$ cat config.mk
export PLATFORM = sky130hd
export DESIGN_NAME = seq_intersect_monitor
export DESIGN_NICKNAME = d
export VERILOG_FILES = /design/src/rtl/seq_chk_pkg.sv /design/src/rtl/sat_counter.sv /design/src/rtl/seq_intersect_monitor.sv
export SDC_FILE = /design/constraint.sdc
export NUM_CORES = 1
export LEC_CHECK = 0
export CELL_PAD_IN_SITES_DETAIL_PLACEMENT = 1
export CELL_PAD_IN_SITES_GLOBAL_PLACEMENT = 1
export CORE_ASPECT_RATIO = 1.4
export CORE_MARGIN = 5
export CORE_UTILIZATION = 42
export CTS_BUF_LIST = sky130_fd_sc_hd__clkbuf_8 sky130_fd_sc_hd__clkbuf_16
export DETAILED_ROUTE_END_ITERATION = 10
export HOLD_SLACK_MARGIN = 0.1
export PLACE_DENSITY = 0.86
export SLEW_MARGIN = 20
export SYNTH_ARGS = -nofsm -noshare
export SYNTH_HDL_FRONTEND = slang
export SYNTH_HIERARCHICAL = 1
export SYNTH_SLANG_ARGS = --single-unit
$ cat constraint.sdc
create_clock -name clk -period 5.3 [get_ports clk]
set_clock_uncertainty 0.15 [all_clocks]
set_input_delay 1.06 -clock clk [delete_from_list [all_inputs] [get_ports clk]]
set_output_delay 1.06 -clock clk [all_outputs]
set_load 0.01 [all_outputs]
$ cat src/rtl/seq_chk_pkg.sv
// Shared types and index helpers for the a[*A_LEN] intersect b[*B_LEN] ##1 c checker.
package seq_chk_pkg;

  typedef enum logic {
    IDLE  = 1'b0,
    CHECK = 1'b1
  } state_e;

  // Final sample index L of an attempt: max(A_LEN, B_LEN+1) - 1.
  function automatic int calc_last(input int a_len, input int b_len);
    return ((a_len > b_len + 1) ? a_len : b_len + 1) - 1;
  endfunction

  // Index at which a fully-good attempt ends when lengths disagree.
  function automatic int calc_short_end(input int a_len, input int b_len);
    return ((a_len < b_len + 1) ? a_len : b_len + 1) - 1;
  endfunction

  function automatic int idx_width(input int last);
    return (last < 1) ? 1 : $clog2(last + 1);
  endfunction

  localparam int IDX_W_DEF = idx_width(calc_last(4, 3));

endpackage

$ cat src/rtl/sat_counter.sv
// Saturating up-counter with synchronous clear that wins over increment.
module sat_counter #(
  parameter int CNT_W = 16
) (
  input  logic             clk,
  input  logic             rst_n,
  input  logic             clr,
  input  logic             inc,
  output logic [CNT_W-1:0] cnt
);

  always_ff @(posedge clk or negedge rst_n) begin
    if (!rst_n) begin
      cnt <= '0;
    end else if (clr) begin
      cnt <= '0;
    end else if (inc && (cnt != {CNT_W{1'b1}})) begin
      cnt <= cnt + CNT_W'(1);
    end
  end

endmodule

$ cat src/rtl/seq_intersect_monitor.sv
// Checker for: $rose(b) |-> a[*A_LEN] intersect (b[*B_LEN] ##1 c), with early fail
// and registered one-cycle pass/fail pulses plus saturating counters.
module seq_intersect_monitor
  import seq_chk_pkg::*;
#(
  parameter int A_LEN = 4,
  parameter int B_LEN = 3,
  parameter int CNT_W = 16
) (
  input  logic             clk,
  input  logic             rst_n,
  input  logic             en,
  input  logic             clr,
  input  logic             a,
  input  logic             b,
  input  logic             c,
  output logic             busy,
  output logic             pass,
  output logic             fail,
  output logic [CNT_W-1:0] pass_cnt,
  output logic [CNT_W-1:0] fail_cnt
);

  localparam int LAST    = calc_last(A_LEN, B_LEN);
  localparam int IDX_W   = idx_width(LAST);
  localparam bit MATCH   = (A_LEN == B_LEN + 1);
  localparam int END_IDX = MATCH ? LAST : calc_short_end(A_LEN, B_LEN);

  state_e           state, state_nxt;
  logic [IDX_W-1:0] k, k_nxt, cur_k;
  logic [31:0]      k_ext;
  logic             b_prev;
  logic             trigger, active, a_ok, bc_ok, good;
  logic             pass_d, fail_d;

  assign trigger = (state == IDLE) && en && b && !b_prev;
  assign active  = (state == CHECK) || trigger;
  // The trigger edge itself is sample 0, so IDLE evaluates with index 0.
  assign cur_k   = (state == CHECK) ? k : '0;
  assign k_ext   = 32'(cur_k);

  assign a_ok  = (k_ext < 32'(A_LEN)) ? a : 1'b1;
  assign bc_ok = (k_ext < 32'(B_LEN))  ? b :
                 (k_ext == 32'(B_LEN)) ? c : 1'b1;
  assign good  = a_ok && bc_ok;

  always_comb begin
    state_nxt = state;
    k_nxt     = k;
    pass_d    = 1'b0;
    fail_d    = 1'b0;
    if (active) begin
      if (!good) begin
        fail_d    = 1'b1;
        state_nxt = IDLE;
        k_nxt     = '0;
      end else if (k_ext == 32'(END_IDX)) begin
        pass_d    = MATCH;
        fail_d    = !MATCH;
        state_nxt = IDLE;
        k_nxt     = '0;
      end else begin
        state_nxt = CHECK;
        k_nxt     = cur_k + IDX_W'(1);
      end
    end
  end

  always_ff @(posedge clk or negedge rst_n) begin
    if (!rst_n) begin
      state  <= IDLE;
      k      <= '0;
      b_prev <= 1'b0;
      pass   <= 1'b0;
      fail   <= 1'b0;
    end else begin
      state  <= state_nxt;
      k      <= k_nxt;
      b_prev <= b;
      pass   <= pass_d;
      fail   <= fail_d;
    end
  end

  assign busy = (state == CHECK);

  sat_counter #(.CNT_W(CNT_W)) u_pass_cnt (
    .clk   (clk),
    .rst_n (rst_n),
    .clr   (clr),
    .inc   (pass),
    .cnt   (pass_cnt)
  );

  sat_counter #(.CNT_W(CNT_W)) u_fail_cnt (
    .clk   (clk),
    .rst_n (rst_n),
    .clr   (clr),
    .inc   (fail),
    .cnt   (fail_cnt)
  );

endmodule

== After elaboration in Yosys (flattened, before gate mapping) ==
Cells that the tools add are included.

* Flip-flop bits (word level): 38
* Output and inout port bits: 35

* Add/subtract/negate cells: 3
* $lt $le $gt $ge: 2
* Equality and inequality tests: 3
* Muxes and demuxes: 17
* Bitwise logic cells: 1
* Reductions and logical operators: 10

{| class="wikitable"
|+ Operator list
! cell !! count
|-
| $mux W16 || 4
|-
| $add A16 B1 Y16 const B || 2
|-
| $ne A16 B16 Y1 const B || 2
|-
| $mux W1 || 10
|-
| $logic_and A1 B1 Y1 || 6
|-
| $mux W2 || 3
|-
| $reduce_bool A2 Y1 || 2
|-
| $lt A2 B3 Y1 const B || 1
|-
| $add A2 B1 Y2 const B || 1
|-
| $eq A2 B2 Y1 const B || 1
|-
| $lt A2 B2 Y1 const B || 1
|-
| $logic_not A1 Y1 || 1
|-
| $logic_or A1 B1 Y1 || 1
|-
| $not A1 Y1 || 1
|}

== Logic depth before layout (Yosys ltp) ==
* Word-level depth: 7
* Depth in mapped cells: 6
* Mapped depth without buffers: 5

== Modules after synthesis ==
The synthesis kept the hierarchy.

{| class="wikitable"
|+ Modules (own cells, without submodules)
! module !! instances !! cells each !! area an instance (µm²) !! seq. area each (µm²)
|-
| sat_counter || 2 || 98 || 942.2 || 400.4
|-
| seq_intersect_monitor || 1 || 23 || 270.3 || 150.1
|}

== Least setup slack after synthesis ==
Ideal clock, no wire load.

* Kind: in2reg
* Start: input b
* End: register k[1]
* Library setup time: 0.125 ns
* Data arrival time: 1.771 ns
* Required time: 5.025 ns
* Slack: 3.255 ns
* Stages: 3
* Path buffers: 0
* Path through: and3b_1 -> nor2_1 -> mux2_2

* Word-level cells in the longest chain between the ends: 3
* Elaborated cells between the ends (all ways): 6

{| class="wikitable"
|+ Ends and longest elaborated chain
! element !! line !! RTL
|-
| start, declared || seq_intersect_monitor.sv:15 || <nowiki>input logic b,</nowiki>
|-
| $mux W1 / $logic_and A1 B1 Y1 (equally long branches) || seq_intersect_monitor.sv:43, seq_intersect_monitor.sv:36 ||
|-
| $logic_and A1 B1 Y1, on equally long branches || seq_intersect_monitor.sv:45, seq_intersect_monitor.sv:36 ||
|-
| $mux W2 / $logic_or A1 B1 Y1 (equally long branches) || seq_intersect_monitor.sv:53, seq_intersect_monitor.sv:37 ||
|-
| end signal, assigned || seq_intersect_monitor.sv:78 || <nowiki>k <= k_nxt;</nowiki>
|-
| end, declared || seq_intersect_monitor.sv:30 || <nowiki>logic [IDX_W-1:0] k, k_nxt, cur_k;</nowiki>
|}

Several ways; a longest one is shown, not always the timed one.
A chain may end at the register's enable or synchronous reset.

== Final worst setup path ==
* Start: register u_pass_cnt.cnt[7]
* End: output pass_cnt[7]

{| class="wikitable"
|+ RTL lines
! element !! line !! RTL
|-
| start, declared || sat_counter.sv:9 || <nowiki>output logic [CNT_W-1:0] cnt</nowiki>
|-
| start signal, assigned || sat_counter.sv:18 || <nowiki>cnt <= cnt + CNT_W'(1);</nowiki>
|-
| end, declared || seq_intersect_monitor.sv:20 || <nowiki>output logic [CNT_W-1:0] pass_cnt,</nowiki>
|}

No word-level cell between the ends.

==> impl_metrics.toml <==
[pwr]
p_switching_uw = 127
seqPwrFrac_pct = 46.7
power_uw = 629
switching_share_pct = 20.2
powerDensity_nw_per_um2 = 230
p_int_uw = 502
comb_power_share_pct = 4.3
peakVddDrop_uv = 281
p_clk_share_pct = 49.0
p_leak_nw = 1.09

[clock_network]
clk_pin_slew_ns = 0.08
cts_buffer_depth = 2
cts_buffers = 5
cts_htree_levels = 2
insertion_delay_ns = 0.30
post_cts_buffers = 0
cts_hold_buffers = 0
clock-sinks = 38
cts_root_buf = "clkbuf_8"
post_cts_resized = 0
cts_tree = "built"

[floorplanning]
die_h_um = 94.7
fp-row-count = 30
die-area_um2 = 6680
die_width_um = 70.5
core_area_um2 = 4920
ios = 42
initial_core_util_pct = 43.8

[routing]
drt_iter0_markers = 78
vias_per_cell = 6.08
vias = 1963
totalWireLength_um = 5670
drt_first_pass_iters = 4
drc = 0
drtAntennaViolNets = 0
wl_per_cell_um = 17.5

[global_routing]
grt_pass1_wl_um = 9800
antenna_found_initial = 0
grt_max_degree = 39
grt_util_all_layers_pct = 18.2
grt-ovfl-total = 0
grt_pass1_vias = 2068

[finish]
drive_gt1_share_pct = 12.4
final_cells = 323
nNetsFinal = 268
utilization_pct = 55.6
area_growth_pct = 26.8
num_antenna_cells = 0

[timing]
min_period_over_period_pct = 49.1
slew_headroom_pct = 41.5
hold_viol = 0
slew_violations = 0
hold_ws_ns = 0.360
setup_viol = 0
tns_ns = 0
rsz0062_at_grt = "false"
clock.fmax_mhz = 384
min_period_ns = 2.60
tightestPinTransition_ns = 0.872

[synthesis]
synthesis.nets = 229
yosysSeqAreaShare_pct = 44.1
syn_inst = 219
synth_cell_type_count = 35
avgSynthCellArea_um2 = 9.84
yosys_warnings = 6
yosys_register_bits = 38
synth_area_um2 = 2150

[min_path]
min_delay_path_depth = 1
hp-class = "reg2reg"
holdPathEnd = "k[1]"
hp-start = "k[1]"

[critical_path]
cp_cell_sequence = "clkdlybuf4s50_1"
rrSetupSlack_ns = 2.79
cp-start-kind = "flop"
worstRegToRegCells = 5
critPathBufInv = 1
critPathMaxFanout = 8
cp.required_ns = 4.09
critPathSlowestCell = "clkdlybuf4s50_1"
path_class = "reg2out"
rr_endpoint = "u_pass_cnt/cnt[15]"
cp-end-kind = "output port"
rr_startpoint = "u_pass_cnt/cnt[0]"
path_delay_family = "buffers and inverters"
crit_path_max_incr_delay_ns = 0.60
crit_arrival_ns = 1.39

[placement]
place_hpwl_um = 3820
gp_congestion = 0.759
port_buffers = 41
dp.cells = 315

[outcome]
outcome = "completed"

[flow_run]
drv_cap = 0
[worst max-delay path by stage]
stage	from	to	slack, ns	cells past startpoint
floorplan	b	k[1]	3.25	3
global placement	clr	u_pass_cnt/cnt[13]	2.01	4
detailed placement	b	k[1]	2.63	4
CTS	u_pass_cnt/cnt[7]	pass_cnt[7]	2.68	1
global route	u_pass_cnt/cnt[0]	u_pass_cnt/cnt[15]	2.61	5
finish	u_pass_cnt/cnt[7]	pass_cnt[7]	2.70	1
[final cells by class]
type	instances	area, um2
fill	556	2180
clock inverter	2	60.1
timing repair buffer	42	408
inverter	7	26.3
sequential	38	951
tap	64	80.1
multi-input combinational	164	1120
clock buffer	6	82.6
[placed cells by master, fill, tap and decap left out, types with 7 or more instances in the layout]
cell type / synthesis / final
nor2b_1: 8 / 8
nand3_1: 7 / 7
nor2_1: 11 / 11
inv_1: 7 / 7
clkdlybuf4s50_1: 0 / 39
nand2_1: 12 / 12
nor4_1: 8 / 8
mux2_1: 8 / 8
o31ai_1: 14 / 14
or4_1: 10 / 10
dfrtp_1: 38 / 38
a21oi_1: 22 / 22
nand4_1: 12 / 12
[metal layers]
metal / routed length, um / share of wire [%] / track usage (%)
met5: 0 / 0 / 0
met4: 58 / 1.0 / 5.33
met3: 281 / 5.0 / 4.26
met2: 2930 / 52 / 33.1
met1: 2400 / 42 / 21.1
[cells in the mapped netlist, drive strengths merged]
cell / number / share of area (%)
nand3: 7 / 1.6
nand3b: 2 / 0.70
a211oi: 2 / 1.2
o211ai: 2 / 1.2
buf: 2 / 1.0
nor2: 11 / 1.9
nor4: 10 / 4.3
ha: 3 / 1.7
and3: 5 / 1.5
a2bb2oi: 1 / 0.41
nand4: 14 / 4.6
clkbuf: 8 / 1.4
nand2: 12 / 2.1
and3b: 1 / 0.41
or3: 6 / 1.9
dfrtp: 38 / 44
nor3b: 1 / 0.35
inv: 7 / 1.2
and2: 3 / 0.93
mux2: 10 / 5.4
o31ai: 14 / 4.9
nor2b: 8 / 2.3
and4: 4 / 1.9
or4: 14 / 5.1
o21ai: 8 / 1.9
a21oi: 22 / 5.1
nor3: 4 / 0.93
[state kept, by name, indices dropped and copies added, names as in the netlist]
| name | flops |
|---|---|
| fail | 1 |
| pass | 1 |
| busy | 1 |
| b_prev | 1 |
| k | 2 |
| u_fail_cnt/cnt | 16 |
| u_pass_cnt/cnt | 16 |
[logic make-up after synthesis]
| group | count (synthesis) | synth area share [%] |
|---|---|---|
| AO/OA/AOI/OAI | 49 | 14.6 |
| adder cells (fa/ha/maj) | 3 | 1.74 |
| buffers and inverters | 17 | 3.66 |
| flip-flops | 38 | 44.1 |
| multiplexers | 10 | 5.40 |
| AND/OR/NAND/NOR | 102 | 30.5 |
[power groups by stage]
stage               Clock [mW]  Combinational [mW]  Sequential [mW]
global route             0.325              0.0310            0.294
global placement             0              0.0276            0.299
detailed placement           0              0.0278            0.299
CTS                      0.315              0.0279            0.294
finish                   0.308              0.0268            0.294
floorplan                    0              0.0117            0.299
[stage by stage]
stage	cell area, um2	setup slack (ns)
global route	2730	2.61
CTS	2730	2.68
detailed placement	2590	2.63
global placement	2590	2.01
floorplan	2150	3.25
finish	2730	2.70
Note: power is estimated with default switching activity, not from simulation.
